[src/rtl/transition_counter_bank_pkg.sv]
// Shared link-state encodings and default sizing for the transition counter bank.
package transition_counter_bank_pkg;
   typedef enum logic [3:0] {
      LS_DISABLED = 4'b0000,
      LS_INIT     = 4'b0001,
      LS_TRAIN    = 4'b0010,
      LS_ACTIVE   = 4'b0100,
      LS_ERROR    = 4'b1000
   } link_state_e;

   localparam int DEF_NCH    = 4;
   localparam int DEF_DATA_W = 12;
   localparam int DEF_CNT_W  = 8;
endpackage

[src/rtl/transition_counter_ch.sv]
// One monitored channel: last-sample detector, transition counter and sticky overflow.
module transition_counter_ch
   import transition_counter_bank_pkg::*;
#(
   parameter int DATA_W = DEF_DATA_W,
   parameter int CNT_W  = DEF_CNT_W
) (
   input  logic              clk,
   input  logic              reset,
   input  logic              i_init,
   input  logic              i_rd_clr,
   input  logic              i_valid,
   input  logic [DATA_W-1:0] i_data,
   input  logic              i_sat_mode,
   output logic [CNT_W-1:0]  o_count,
   output logic              o_overflow
);
   logic [DATA_W-1:0] r_det;
   logic [CNT_W-1:0]  r_cnt;
   logic              r_ovf;
   logic              w_hit;
   logic              w_at_max;

   assign w_hit    = i_valid && (i_data != r_det);
   assign w_at_max = &r_cnt;

   always_ff @(posedge clk or posedge reset) begin
      if (reset) begin
         r_det <= '0;
         r_cnt <= '0;
         r_ovf <= 1'b0;
      end else if (i_init) begin
         r_det <= '0;
         r_cnt <= '0;
         r_ovf <= 1'b0;
      end else begin
         if (w_hit)
            r_det <= i_data;
         // A read-clear racing a transition keeps that transition as the new count.
         if (i_rd_clr) begin
            r_cnt <= w_hit ? CNT_W'(1) : '0;
            r_ovf <= 1'b0;
         end else if (w_hit) begin
            if (w_at_max) begin
               r_ovf <= 1'b1;
               if (!i_sat_mode)
                  r_cnt <= '0;
            end else begin
               r_cnt <= r_cnt + CNT_W'(1);
            end
         end
      end
   end

   assign o_count    = r_cnt;
   assign o_overflow = r_ovf;
endmodule

[src/rtl/transition_counter_bank.sv]
// Bank of NCH transition counters with a registered, optionally clearing readout port.
module transition_counter_bank
   import transition_counter_bank_pkg::*;
#(
   parameter int NCH    = DEF_NCH,
   parameter int DATA_W = DEF_DATA_W,
   parameter int CNT_W  = DEF_CNT_W
) (
   input  logic                  clk,
   input  logic                  reset,
   input  logic [3:0]            state,
   input  logic [NCH*DATA_W-1:0] data_in,
   input  logic [NCH-1:0]        valid,
   input  logic                  sat_mode,
   input  logic                  rd_req,
   input  logic [7:0]            rd_sel,
   input  logic                  rd_clr,
   output logic [NCH*CNT_W-1:0]  counts,
   output logic [NCH-1:0]        overflow,
   output logic [CNT_W-1:0]      rd_data,
   output logic                  rd_valid,
   output logic                  rd_err
);
   logic [NCH-1:0][CNT_W-1:0] w_cnt;
   logic [CNT_W-1:0]          w_sel_cnt;
   logic                      w_init;
   logic                      w_sel_ok;
   logic [CNT_W-1:0]          r_rd_data;
   logic                      r_rd_valid;
   logic                      r_rd_err;

   assign w_init   = (state == LS_INIT);
   assign w_sel_ok = int'(rd_sel) < NCH;

   for (genvar g = 0; g < NCH; g++) begin : g_ch
      transition_counter_ch #(.DATA_W(DATA_W), .CNT_W(CNT_W)) u_ch (
         .clk        (clk),
         .reset      (reset),
         .i_init     (w_init),
         .i_rd_clr   (rd_req && rd_clr && (int'(rd_sel) == g)),
         .i_valid    (valid[g]),
         .i_data     (data_in[g*DATA_W +: DATA_W]),
         .i_sat_mode (sat_mode),
         .o_count    (w_cnt[g]),
         .o_overflow (overflow[g])
      );
   end

   always_comb begin
      w_sel_cnt = '0;
      for (int i = 0; i < NCH; i++)
         if (int'(rd_sel) == i)
            w_sel_cnt = w_cnt[i];
   end

   // Readout captures the pre-edge count, so a clear-on-read returns the old value.
   always_ff @(posedge clk or posedge reset) begin
      if (reset) begin
         r_rd_data  <= '0;
         r_rd_valid <= 1'b0;
         r_rd_err   <= 1'b0;
      end else if (w_init) begin
         r_rd_data  <= '0;
         r_rd_valid <= 1'b0;
         r_rd_err   <= 1'b0;
      end else begin
         r_rd_valid <= rd_req;
         r_rd_err   <= rd_req && !w_sel_ok;
         if (rd_req)
            r_rd_data <= w_sel_ok ? w_sel_cnt : '0;
      end
   end

   assign counts   = w_cnt;
   assign rd_data  = r_rd_data;
   assign rd_valid = r_rd_valid;
   assign rd_err   = r_rd_err;
endmodule

[config.mk]
export PLATFORM = sky130hd
export DESIGN_NAME = transition_counter_bank
export DESIGN_NICKNAME = d
export VERILOG_FILES = /design/src/rtl/transition_counter_bank_pkg.sv /design/src/rtl/transition_counter_ch.sv /design/src/rtl/transition_counter_bank.sv
export SDC_FILE = /design/constraint.sdc
export NUM_CORES = 1
export LEC_CHECK = 0
export CAP_MARGIN = 40
export CORE_MARGIN = 10
export CORE_UTILIZATION = 40
export CTS_BUF_LIST = sky130_fd_sc_hd__clkbuf_4 sky130_fd_sc_hd__clkbuf_8
export CTS_CLUSTER_SIZE = 40
export DETAILED_ROUTE_END_ITERATION = 8
export PLACE_DENSITY = 0.67
export REMOVE_ABC_BUFFERS = 1
export SLEW_MARGIN = 20
export SYNTH_ARGS = -nofsm -noshare
export SYNTH_HDL_FRONTEND = slang
export SYNTH_HIERARCHICAL = 1
export SYNTH_SLANG_ARGS = --single-unit
[constraint.sdc]
create_clock -name clk -period 1.8 [get_ports clk]
set_clock_uncertainty 0.05 [all_clocks]
set_input_delay 0.54 -clock clk [delete_from_list [all_inputs] [get_ports clk]]
set_output_delay 0.54 -clock clk [all_outputs]
set_load 0.02 [all_outputs]
==> results of run 1 <==
metal layers:
metal / share of wire / track usage / wire (microns) / vias up
li1: - / - / - / 2301
met1: 0.41 / 0.215 / 6830 / 2443
met2: 0.51 / 0.286 / 8470 / 149
met3: 0.062 / 0.0414 / 1020 / 20
met4: 0.014 / 0.0504 / 228 / 0
met5: 0 / 0 / 0 / -
where the power goes:
part           total, mW  switching [mW]  internal (mW)  leakage (nW)
clock               1.61           0.774          0.836         0.105
combinational       3.16            1.57           1.59          2.45
sequential          2.97           0.484           2.49          1.16
layout by cell type (no fill, tap or decap), types with 5 or more instances in the layout:
master	instances
a21oi_1	9
a21oi_2	13
and3_4	5
buf_12	7
buf_2	8
buf_4	79
buf_6	16
clkbuf_2	14
clkbuf_8	10
clkdlybuf4s15_1	11
clkdlybuf4s50_1	8
dfrtp_1	86
dfrtp_2	8
dlygate4sd2_1	67
inv_1	24
mux2i_1	39
mux4_2	7
nand2_1	46
nand3_1	14
nand4_1	16
nor2_1	48
nor2_4	5
o2bb2ai_1	10
o31ai_1	5
o31ai_4	5
o41ai_2	6
or2_2	6
or3_1	5
or3_4	5
or4_4	7
xnor2_1	47
stage by stage:
step                      setup TNS (ps)  std cells
after floorplan                  -105950        500
after global placement            -54010        866
after detailed placement          -59330        866
after CTS                           -296        899
after global routing               -4250        909
final                               -330        909
repair_timing:
item | 4_1_cts | 5_1_grt
gates cloned | 3 | 0
pin swaps | 41 | 47
setup buffers | 14 | 14
gates resized for setup | 182 | 98
endpoints found under the setup margin | 131 | 99
worst max-delay path by stage:
stage	startpoint	endpoint	slack, ps	depth (start not counted)
after floorplan	state[1]	g_ch[0].u_ch/o_count[3]	-1580	4
final	data_in[23]	g_ch[1].u_ch/o_count[4]	-70	8
after global placement	rd_sel[5]	g_ch[2].u_ch/o_count[0]	-820	8
after global routing	g_ch[2].u_ch/r_det[6]	g_ch[2].u_ch/o_count[2]	-150	6
after CTS	g_ch[1].u_ch/r_det[11]	g_ch[1].u_ch/o_count[4]	-50	7
after detailed placement	rd_sel[5]	g_ch[2].u_ch/o_count[3]	-900	8
critical path, stage by stage:
cell and delay [ps]:
dlygate4sd2_1 250, xnor2_1 130, nand4_1 160, o31ai_4 100, buf_6 130, buf_6 140
or4_4 510, o211a_1 120
flip-flops by register name, indices dropped and copies added (netlist names):
name / flops
g_ch.u_ch/o_count: 32
rd_err: 1
g_ch.u_ch/o_overflow: 4
rd_valid: 1
g_ch.u_ch/r_det: 48
rd_data: 8
area by class of cell:
class,instances,area (sq um)
clock buffers,11,145
repair buffers,217,1900
clock inverters,5,82.6
multi-input cells,381,3240
well taps,176,220
fillers,1085,5250
flip-flops and latches,94,2360
inverters,25,93.8
logic make-up (layout without fill, tap and decap cells):
| logic type | count (synthesis) | count (layout) | share of synthesized area |
|---|---|---|---|
| simple gates | 197 | 197 | 0.195 |
| flops | 94 | 94 | 0.430 |
| mux | 52 | 52 | 0.115 |
| fa+ha+maj | 4 | 4 | 0.00916 |
| compound gates | 80 | 80 | 0.128 |
| buf+inv | 44 | 258 | 0.0453 |
| xor+xnor | 48 | 48 | 0.0769 |
==> flow_summary.yaml, run 1 <==
timing:
  maxSlewViolCount: 0
  period_share: 1.04
  setup-violations-final: 15
  period_needed_ps: 1870
  max_freq_mhz: 535
  relSlewSlack: 0.641
  rsz0062_at_grt: "true"
  hold_violations: 0
  worstMarginPinSlew_ps: 537
  whs_ps: 439
  layout_setup_ws_ps: -69.4
routing:
  vias: 4913
  wirelength_microns: 16600
  dr.pass1.iters: 5
  drt_iter0_markers: 452
  vias_per_cell: 5.40
  remaining_drc_errors: 0
  wl_per_cell_microns: 18.2
  detail-route-antenna-nets: 0
worst_hold_path:
  whs_endpoint: "rd_data[4]"
  whs_path_depth: 1
  worstHoldPathType: "reg -> reg"
  min_from: "rd_data[4]"
final_layout:
  synthToLayoutAreaGrowth_pct: 47.2
  drive_gt1_frac: 0.364
  final_util: 0.605
  design_area_sq_um: 8040
  nets: 801
  diodes: 0
floorplanning:
  start_util: 0.411
  fp.dieArea_sq_um: 18700
  fp.dieW_microns: 137
  core_area_sq_um: 13300
  pin_count: 115
  fp-row-count: 42
  die_h_microns: 137
yosys:
  synth_common_cells: "dfrtp_1, nor2_1, nand2_1, xnor2_1, mux2i_1"
  netlist_area_sq_um: 5470
  synth_edf_count: 0
  yosys.area.top_type: "dfrtp_1"
  synth.top_cell.area_share: 0.430
  async_flop_share: 1.00
  seq_area_frac_synth: 0.430
  synth_seq_cells: 94
  synth_flop_cell: "dfrtp_1"
  synth_most_common_cell: "dfrtp_1"
  yosys_warnings: 6
  synth_area_per_cell_sq_um: 10.5
  netlist_instances: 519
  synth.distinct_cells: 56
  synthTopCellsByArea: "dfrtp_1, xnor2_1, mux2i_1, nor2_1, nand2_1"
clock_tree:
  cts_max_path_buffers: 2
  cts_hold_buffers: 0
  cts_buffers: 9
  cts_sinks: 94
  clockRootBuffer: "clkbuf_8"
  clkLatencyLatePin_ps: 370
  cts_max_level: 3
  clkTransAtPathRegs_ps: 90
  cts_tree: "built"
worst_setup_path:
  endpoint_kind: "flip-flop"
  worstSetupPathType: "in -> reg"
  worst-endpoint-arrival_ps: 2080
  reg2reg_from: "g_ch[1].u_ch/r_det[11]"
  r2r_slack_ps: -60
  required_ps: 2010
  worstPathMaxFanout: 8
  timing.rr.end: "g_ch[1].u_ch/o_count[4]"
  rr_worst_depth: 7
  start_kind: "input pin"
power:
  power_mw: 7.74
  p_leak_nw: 3.71
  power.density_nw_per_um2: 963
  vdd_ir_drop_max_v: 0.000392
grt:
  grt_max_degree: 22
  grt_usage: 0.171
  antenna_found_initial: 0
  grt_pass1_vias: 4998
  grt-ovfl-total: 0
  grt_pass1_wl_microns: 25800
status:
  failed_checks: "negative setup slack"
  status: "complete, but fails checks"
run:
  maxCapViolCount: 0
place:
  io_buffers: 114
  hpwl_microns: 11800
  gp_congestion: 0.879
  dpl_cell_area_sq_um: 7320
  dp_slack_ps: -904
Note: power is estimated with default switching activity, not from simulation.
==> run 2: changes to the inputs <==
--- a/config.mk
+++ b/config.mk
@@ -5,12 +5,13 @@
 export SDC_FILE = /design/constraint.sdc
 export NUM_CORES = 1
 export LEC_CHECK = 0
-export CAP_MARGIN = 40
+export CAP_MARGIN = 10
 export CORE_MARGIN = 10
 export CORE_UTILIZATION = 40
 export CTS_BUF_LIST = sky130_fd_sc_hd__clkbuf_4 sky130_fd_sc_hd__clkbuf_8
 export CTS_CLUSTER_SIZE = 40
 export DETAILED_ROUTE_END_ITERATION = 8
+export GPL_TIMING_DRIVEN = 0
 export PLACE_DENSITY = 0.67
 export REMOVE_ABC_BUFFERS = 1
 export SLEW_MARGIN = 20
==> constraint.sdc (replaced) <==
create_clock -name clk -period 1.6 [get_ports clk]
set_clock_uncertainty 0.05 [all_clocks]
set_input_delay 0.48 -clock clk [delete_from_list [all_inputs] [get_ports clk]]
set_output_delay 0.48 -clock clk [all_outputs]
set_load 0.02 [all_outputs]
==> run 2 against run 1 <==
The flow still finishes with violations (negative setup slack). Flip-flop and latch count stayed put. Combinational power is 34% higher. Clock power is 5% lower. Worst setup slack worse by 210 ps. Via count is 8.7% higher. Critical endpoint is now g_ch[1].u_ch/o_count[2]. Largest cell class unchanged. Largest power group unchanged.
==> flow_summary.yaml, run 2 (synthesis results as in run 1) <==
status:
  status: "complete, but fails checks"
  failed_checks: "negative setup slack"
clock_tree:
  cts_sinks: 94
  cts_max_level: 3
  cts_tree: "built"
  clkTransAtPathRegs_ps: 100
  clockRootBuffer: "clkbuf_8"
  clkLatencyLatePin_ps: 380
  cts_buffers: 9
  cts_max_path_buffers: 2
power:
  p_leak_nw: 4.02
  power.density_nw_per_um2: 1050
  power_mw: 9.19
  vdd_ir_drop_max_v: 0.000433
worst_setup_path:
  timing.rr.end: "g_ch[1].u_ch/o_count[2]"
  worst-endpoint-arrival_ps: 2110
  start_kind: "flip-flop"
  reg2reg_from: "g_ch[1].u_ch/r_det[7]"
  r2r_slack_ps: -280
  required_ps: 1840
  endpoint_kind: "flip-flop"
  worstSetupPathType: "reg -> reg"
  rr_worst_depth: 6
  worstPathMaxFanout: 9
place:
  hpwl_microns: 11000
  io_buffers: 114
  gp_congestion: 0.850
  place_inst: 797
timing:
  relSlewSlack: 0.437
  worstMarginPinSlew_ps: 844
  setup-violations-final: 89
  rsz0062_at_grt: "true"
  period_share: 1.17
  whs_ps: 451
  max_freq_mhz: 533
  period_needed_ps: 1880
  hold_violations: 0
  layout_setup_ws_ps: -278
  maxSlewViolCount: 0
final_layout:
  multi_input_area_sq_um: 3620
  largest_reg_flops: 48
  regMostFlops: "g_ch.u_ch/r_det"
  diodes: 0
  layout_commonest_cell: "buf_4"
  synthToLayoutAreaGrowth_pct: 60.9
  regArea_sq_um: 2390
  drive_gt1_frac: 0.499
  nets: 847
  fillCellCount: 947
  final_util: 0.661
  final_cells: 955
  final_cell_mix: "buf_4, dfrtp_1, dlygate4sd2_1"
worst_hold_path:
  whs_path_depth: 3
  whs_endpoint: "g_ch[3].u_ch/r_det[3]"
  min_from: "data_in[39]"
  worstHoldPathType: "in -> reg"
floorplanning:
  core_area_sq_um: 13300
  start_util: 0.411
  fp.dieW_microns: 137
  fp-row-count: 42
  pin_count: 115
  die_h_microns: 137
  fp.dieArea_sq_um: 18700
grt:
  grt-ovfl-total: 0
  grt_usage: 0.186
  grt_pass1_wl_microns: 28000
  grt_pass1_vias: 5420
  grt_max_degree: 22
  antenna_found_initial: 0
routing:
  vias_per_cell: 5.59
  remaining_drc_errors: 0
  wl_per_cell_microns: 20.2
  detail-route-antenna-nets: 0
  drt_iter0_markers: 360
  dr.pass1.iters: 5
  wirelength_microns: 19300
  vias: 5339
run:
  maxCapViolCount: 0
## run 2: changes by cell type in the layout (fill, tap and decap cells not counted), sizes merged
cell	previous run	this run
clkinv	0	3
dlymetal6s2s	3	2
buf	111	190
o31ai	11	13
inv	25	28
clkbuf	25	11
dlygate4sd2	67	54
clkdlybuf4s15	14	8
clkinvlp	3	1
bufinv	2	0
clkdlybuf4s50	8	5
## run 2: what timing repair did
item / in CTS / in global routing
endpoints found under the setup margin: 140 / 111
pin swaps: 93 / 55
buffers inserted: 99 / 42
gates resized for setup: 396 / 87
gates cloned: 4 / 0
hold buffers: 0 / 0
## run 2: routing by layer
layer	global-route usage	part of all wire	up-vias	wire (microns)
met5	0	0	-	0
met4	0.0749	0.036	0	704
met3	0.0440	0.071	64	1370
met2	0.333	0.52	219	10100
met1	0.209	0.37	2660	7200
li1	-	-	2396	-
## run 2: area by class of cell
class	count	share of cell area
Inverter	25	0.0107
Sequential cell	94	0.272
Clock buffer	9	0.0141
Timing Repair Buffer	261	0.260
Multi-Input combinational cell	383	0.412
Clock inverter	7	0.00640
Tap cell	176	0.0250
## run 2: worst max path at each step
stage,from,end,slack (ps)
floorplan,state[1],g_ch[0].u_ch/o_count[3],-1720
finish,g_ch[1].u_ch/r_det[7],g_ch[1].u_ch/o_count[2],-280
detailed placement,rd_sel[5],g_ch[2].u_ch/o_count[3],-1500
global route,g_ch[1].u_ch/r_det[6],g_ch[1].u_ch/r_det[6],-370
global placement,state[1],g_ch[0].u_ch/o_count[3],-3580
CTS,g_ch[1].u_ch/r_det[5],g_ch[1].u_ch/o_count[4],-270
## run 2: report_power, final
part | leakage [nW] | switching, mW | internal, mW
combinational | 2.79 | 2.08 | 2.17
clock | 0.0906 | 0.948 | 0.585
sequential | 1.14 | 0.579 | 2.83
total | 4.02 | 3.61 | 5.58
## run 2: critical path: stages (launching register included)
cell and delay, ps:
dfrtp_1 410, xnor2_1 190, nand4_1 190, o31ai_4 430
buf_8 200, nor2_4 70, a311oi_2 250
## run 2: per-stage QoR
step	area, sq um	TNS, ps	setup slack [ps]
floorplan	5310	-119110	-1720
detailed placement	6760	-121370	-1500
global placement	6670	-286870	-3580
global route	8790	-22790	-374
CTS	8250	-13540	-270
finish	8790	-15610	-278
==> RTL change 1 (settings of run 1) <==
Register the input `data_in` before use. The logic sees it one clock later. The other inputs are not delayed to match.
--- a/src/rtl/transition_counter_bank.sv
+++ b/src/rtl/transition_counter_bank.sv
@@ -21,6 +21,13 @@
    output logic                  rd_valid,
    output logic                  rd_err
 );
+
+   logic [NCH*DATA_W-1:0] data_q;
+
+   always_ff @(posedge clk) begin
+      data_q <= data_in;
+   end
+
    logic [NCH-1:0][CNT_W-1:0] w_cnt;
    logic [CNT_W-1:0]          w_sel_cnt;
    logic                      w_init;
@@ -39,7 +46,7 @@
          .i_init     (w_init),
          .i_rd_clr   (rd_req && rd_clr && (int'(rd_sel) == g)),
          .i_valid    (valid[g]),
-         .i_data     (data_in[g*DATA_W +: DATA_W]),
+         .i_data     (data_q[g*DATA_W +: DATA_W]),
          .i_sat_mode (sat_mode),
          .o_count    (w_cnt[g]),
          .o_overflow (overflow[g])
Formal check against the unedited RTL: not equivalent (Yosys sat finds a counterexample within 4 cycles, from zero or initial values and one cycle with reset high).
==> RTL change 1 against run 1 <==
The flow still finishes with violations (setup timing). Maximum frequency increased by 2.5%. Area after synthesis increased by 18%. Count of clock-buffer cells in the layout is 7 higher. Final area rose by 18%. Die area rose by 15%. Wire length is 7.3% higher. Sequential cell count increased by 48. Total power increased by 32%. Synthesized cell count increased by 9.2%. Worst setup slack gained 0.045 ns. Critical endpoint is now g_ch[3].u_ch/o_overflow.
==> RTL change 1: results <==
group,metric,value,unit
final_layout,clock_buffers,18,
logic_synthesis,synth_compound_area_frac,0.1090,
clock_tree,htree_levels,4,
sta,setup_ws,-0.02431,ns
critical_path,crit_family,"compound AO/OA/AOI/OAI gates",
pwr,pwr.group.clock,2.79,mW
grt,grt_usage,0.1639,
route,dr.pass1.iters,4,
logic_synthesis,yosys.cell_types.count,57,
final_layout,stdcell_count,1040,
final_layout,nNetsFinal,884,
logic_synthesis,synthMuxAreaShare,0.09794,
critical_path,required,2.09,ns
logic_synthesis,synth_common_cells,"dfrtp_1 (94), nor2_1 (52), dfxtp_1 (48), nand2_1 (48), xnor2_1 (48)",
placed_design,dp_hpwl,12650,um
logic_synthesis,yosys.area_share.adder,0.007788,
final_layout,drive_gt1_frac,0.3993,
critical_path,cp_max_fo,4,
final_layout,clk_share,0.04629,
final_layout,multi_input_area,3167,um^2
route,drt_iter0_drc,332,
logic_synthesis,yosys.area.top_type_share,0.3660,
critical_path,critPathMaxStageDelay,0.41,ns
logic_synthesis,synth_warnings,6,
critical_path,crit_path_top_delay_cell,"dfrtp_1",
pwr,comb_cell_power,3.33,mW
logic_synthesis,yosys.area_share.xor_xnor,0.06542,
sta,tightestPinTransition,0.5231,ns
placed_design,dp.cells,972,
route,dr_total_vias,5221,
logic_synthesis,synthTopCellsByArea,"dfrtp_1 (37%), dfxtp_1 (15%), xnor2_1 (6.5%)",
clock_tree,worstSkewPairLatency,0.45,ns
placed_design,place.gp.congestion,0.9056,
pwr,p_int,6.905,mW
outcome,violations,"setup timing",
outcome,status,"finished, violations left",
sta,setup_viol,3,
route,wire_per_inst,17.07,um
grt,antenna_found_initial,0,
logic_synthesis,syn_area_per_cell,11.33,um^2
grt,first_global_vias,5546,
logic_synthesis,ys_seq_area_frac,0.5156,
final_layout,final-nonclk-buf-share,0.2325,
final_layout,fill_cells,1256,
final_layout,signal_buffers,244,
pwr,p_comb_frac,0.327,
logic_synthesis,ys_ff_latch,142,
final_layout,seqCellArea,3331,um^2
grt,grt_first_pass_wirelength,28720,um
clock_tree,cts-buffers-inserted,17,
logic_synthesis,ys_async_sr_fraction,0.6620,
RTL change 1: worst reg2reg max path, cell delays in order (launching register included):
cell	delay, ns
dfrtp_1	0.41
xnor2_1	0.16
nand4_1	0.20
buf_4	0.19
o31a_1	0.35
buf_4	0.17
a21oi_1	0.12
nor2_1	0.06
RTL change 1: per-stage QoR:
stage	cell area, um^2	TNS, ns	worst slack (ns)	util
after CTS	9135	-0.0001172	-0.0001172	0.5772
after floorplan	6272	-105.95	-1.575	-
final	9514	-0.03250	-0.02431	0.6011
after detailed placement	8439	-34.94	-0.7157	0.5332
after global placement	8439	-33.82	-0.6878	0.5332
after global routing	9514	-2.502	-0.08883	0.6011
RTL change 1: path summary, 6_finish.rpt:
kind	startpoint	endpoint	slack, ns	cells after the start
max in group asynchronous	reset	g_ch[2].u_ch/o_count[2]	0.83	3
max reg2reg	g_ch[3].u_ch/r_det[7]	g_ch[3].u_ch/o_overflow	-0.02	7
max	g_ch[3].u_ch/r_det[7]	g_ch[3].u_ch/o_overflow	-0.02	7
min in group asynchronous	reset	rd_valid	0.56	2
min	data_q[44]	g_ch[3].u_ch/r_det[8]	0.42	2
min reg2reg	data_q[44]	g_ch[3].u_ch/r_det[8]	0.42	2
RTL change 1: what timing repair did:
| item | 4_1_cts | 5_1_grt |
|---|---|---|
| resized for setup | 172 | 100 |
| gates cloned | 1 | 0 |
| buffers inserted | 25 | 10 |
| setup endpoints to repair | 124 | 106 |
| pin swaps | 19 | 56 |
RTL change 1: routing by layer:
layer,vias up,part of all wire,GRT usage
met3,13,0.045,0.03962
met2,128,0.51,0.2740
met5,-,0,0
met1,2572,0.44,0.1973
li1,2508,-,-
met4,0,0.012,0.06957
==> RTL change 2 (config.mk and constraints of run 1) <==
Without the edit above. Set the package constant `DEF_NCH` to 6 (it was 4).
--- a/src/rtl/transition_counter_bank_pkg.sv
+++ b/src/rtl/transition_counter_bank_pkg.sv
@@ -8,7 +8,7 @@
       LS_ERROR    = 4'b1000
    } link_state_e;
 
-   localparam int DEF_NCH    = 4;
+   localparam int DEF_NCH    = 6;
    localparam int DEF_DATA_W = 12;
    localparam int DEF_CNT_W  = 8;
 endpackage
Interface: changed (resized counts, data_in, overflow and valid); port bits go from 115 to 159. The function was not compared with the original's and may differ.
==> RTL change 2 against run 1 <==
The flow still finishes with violations (setup timing). Worst setup slack better by 0.022 ns. Wire length is 57% higher. Critical path depth is 1 lower. Total power is 55% higher. Final area is 55% higher. Area after synthesis is 49% higher. Via count is 55% higher. Sequential cell count is 42 higher.
==> RTL change 2: results <==
group,metric,value,unit
logic_synthesis,yosys.area_share.xor_xnor,0.07734,
outcome,status,"finished, violations left",
sta,setup_viol,18,
clock_tree,cts-buffers-inserted,17,
pwr,peakVddDrop,0.5016,mV
clock_tree,worstSkewPairLatency,0.45,ns
route,wire_per_inst,17.94,um
grt,grt_usage,0.1840,
logic_synthesis,synthTopCellsByArea,"dfrtp_1 (42%), xnor2_1 (7.7%), mux2i_1 (6.1%)",
sta,max_slew_margin,0.6214,
logic_synthesis,yosys.area_share.adder,0.009207,
grt,grt_max_degree,30,
critical_path,worstReg2RegStart,"g_ch[5].u_ch/r_det[5]",
outcome,violations,"setup timing",
grt,first_global_vias,7630,
placed_design,place.gp.congestion,0.8638,
logic_synthesis,synthMuxAreaShare,0.08393,
grt,antenna_found_initial,1,
critical_path,crit_family,"compound AO/OA/AOI/OAI gates",
critical_path,rr_endpoint,"g_ch[5].u_ch/o_count[7]",
route,drt_iter0_drc,419,
placed_design,portBuffers,158,
sta,setup_ws,-0.04747,ns
final_layout,nNetsFinal,1264,
final_layout,largest_reg_flops,72,
route,avgViaCountPerCell,5.279,
clock_tree,htree_levels,4,
final_layout,drive_gt1_frac,0.4490,
critical_path,cp_max_fo,6,
critical_path,arrival,2.17,ns
critical_path,crit_path_top_delay_cell,"o31ai_4",
pwr,p_leak,5.667,nW
placed_design,placed_area,11040,um^2
placed_design,dp_hpwl,18110,um
## RTL change 2: worst reg2reg max path: cells and delay by family (launching register included)
kind / cells / cell delay (ns)
flops: 1 / 0.41
compound gates: 3 / 0.63
xor+xnor: 1 / 0.17
buf+inv: 2 / 0.30
simple gates: 1 / 0.21
## RTL change 2: cell type report
cell class / count / share of cell area
repair buffers: 363 / 0.2623
clock inverters: 11 / 0.009816
well taps: 270 / 0.02704
flip-flops and latches: 136 / 0.2735
multi-input cells: 624 / 0.3983
clock buffers: 21 / 0.02264
inverters: 21 / 0.006310
## RTL change 2: timing repair
item                       CTS  global route
hold buffers                 0             0
pin swaps                   57           115
setup endpoints to repair  187           160
cloned                       4             3
gates resized for setup    315           190
buffers inserted            29            30
## RTL change 2: cell families after synthesis
group                    Yosys count
flip-flops                       136
buffers and inverters             57
AO/OA/AOI/OAI                    159
XOR/XNOR                          72
adder cells (fa/ha/maj)            6
multiplexers                      64
AND/OR/NAND/NOR                  323
## RTL change 2: metrics by stage
stage	setup TNS (ns)	utilization	setup slack, ns	cells	hold WS (ns)
floorplan	-303.44	-	-2.843	781	0.3302
finish	-0.3181	0.6194	-0.04747	1446	0.4366
global placement	-74.39	0.5475	-0.8311	1354	0.4178
global route	-5.293	0.6194	-0.1159	1446	0.4001
detailed placement	-77.26	0.5475	-0.8446	1354	0.4305
CTS	-0.6693	0.5859	-0.09208	1418	0.4020
## RTL change 2: worst max-delay path by stage
stage | depth (start not counted) | from | to | slack [ns]
final | 7 | g_ch[5].u_ch/r_det[5] | g_ch[5].u_ch/o_count[7] | -0.05
after global routing | 7 | g_ch[1].u_ch/r_det[6] | g_ch[1].u_ch/o_count[4] | -0.12
after CTS | 7 | g_ch[1].u_ch/r_det[0] | g_ch[1].u_ch/o_count[4] | -0.09
after detailed placement | 9 | rd_sel[7] | g_ch[0].u_ch/o_count[3] | -0.84
after global placement | 9 | rd_sel[7] | g_ch[0].u_ch/o_count[3] | -0.83
after floorplan | 4 | state[1] | g_ch[0].u_ch/o_count[3] | -2.84
## RTL change 2: layer usage
metal / global-route usage / routed length, um / up-vias
met3: 0.06395 / 1720 / 25
met2: 0.2956 / 12700 / 209
met5: 0 / 13 / -
met4: 0.03975 / 248 / 2
met1: 0.2339 / 11270 / 3765
li1: - / - / 3633
## RTL change 2: power by group
part | internal, mW | leakage (nW) | switching [mW] | total [mW]
logic | 2.64 | 3.79 | 2.60 | 5.24
registers | 3.61 | 1.68 | 0.550 | 4.16
clock network | 1.35 | 0.197 | 1.24 | 2.59
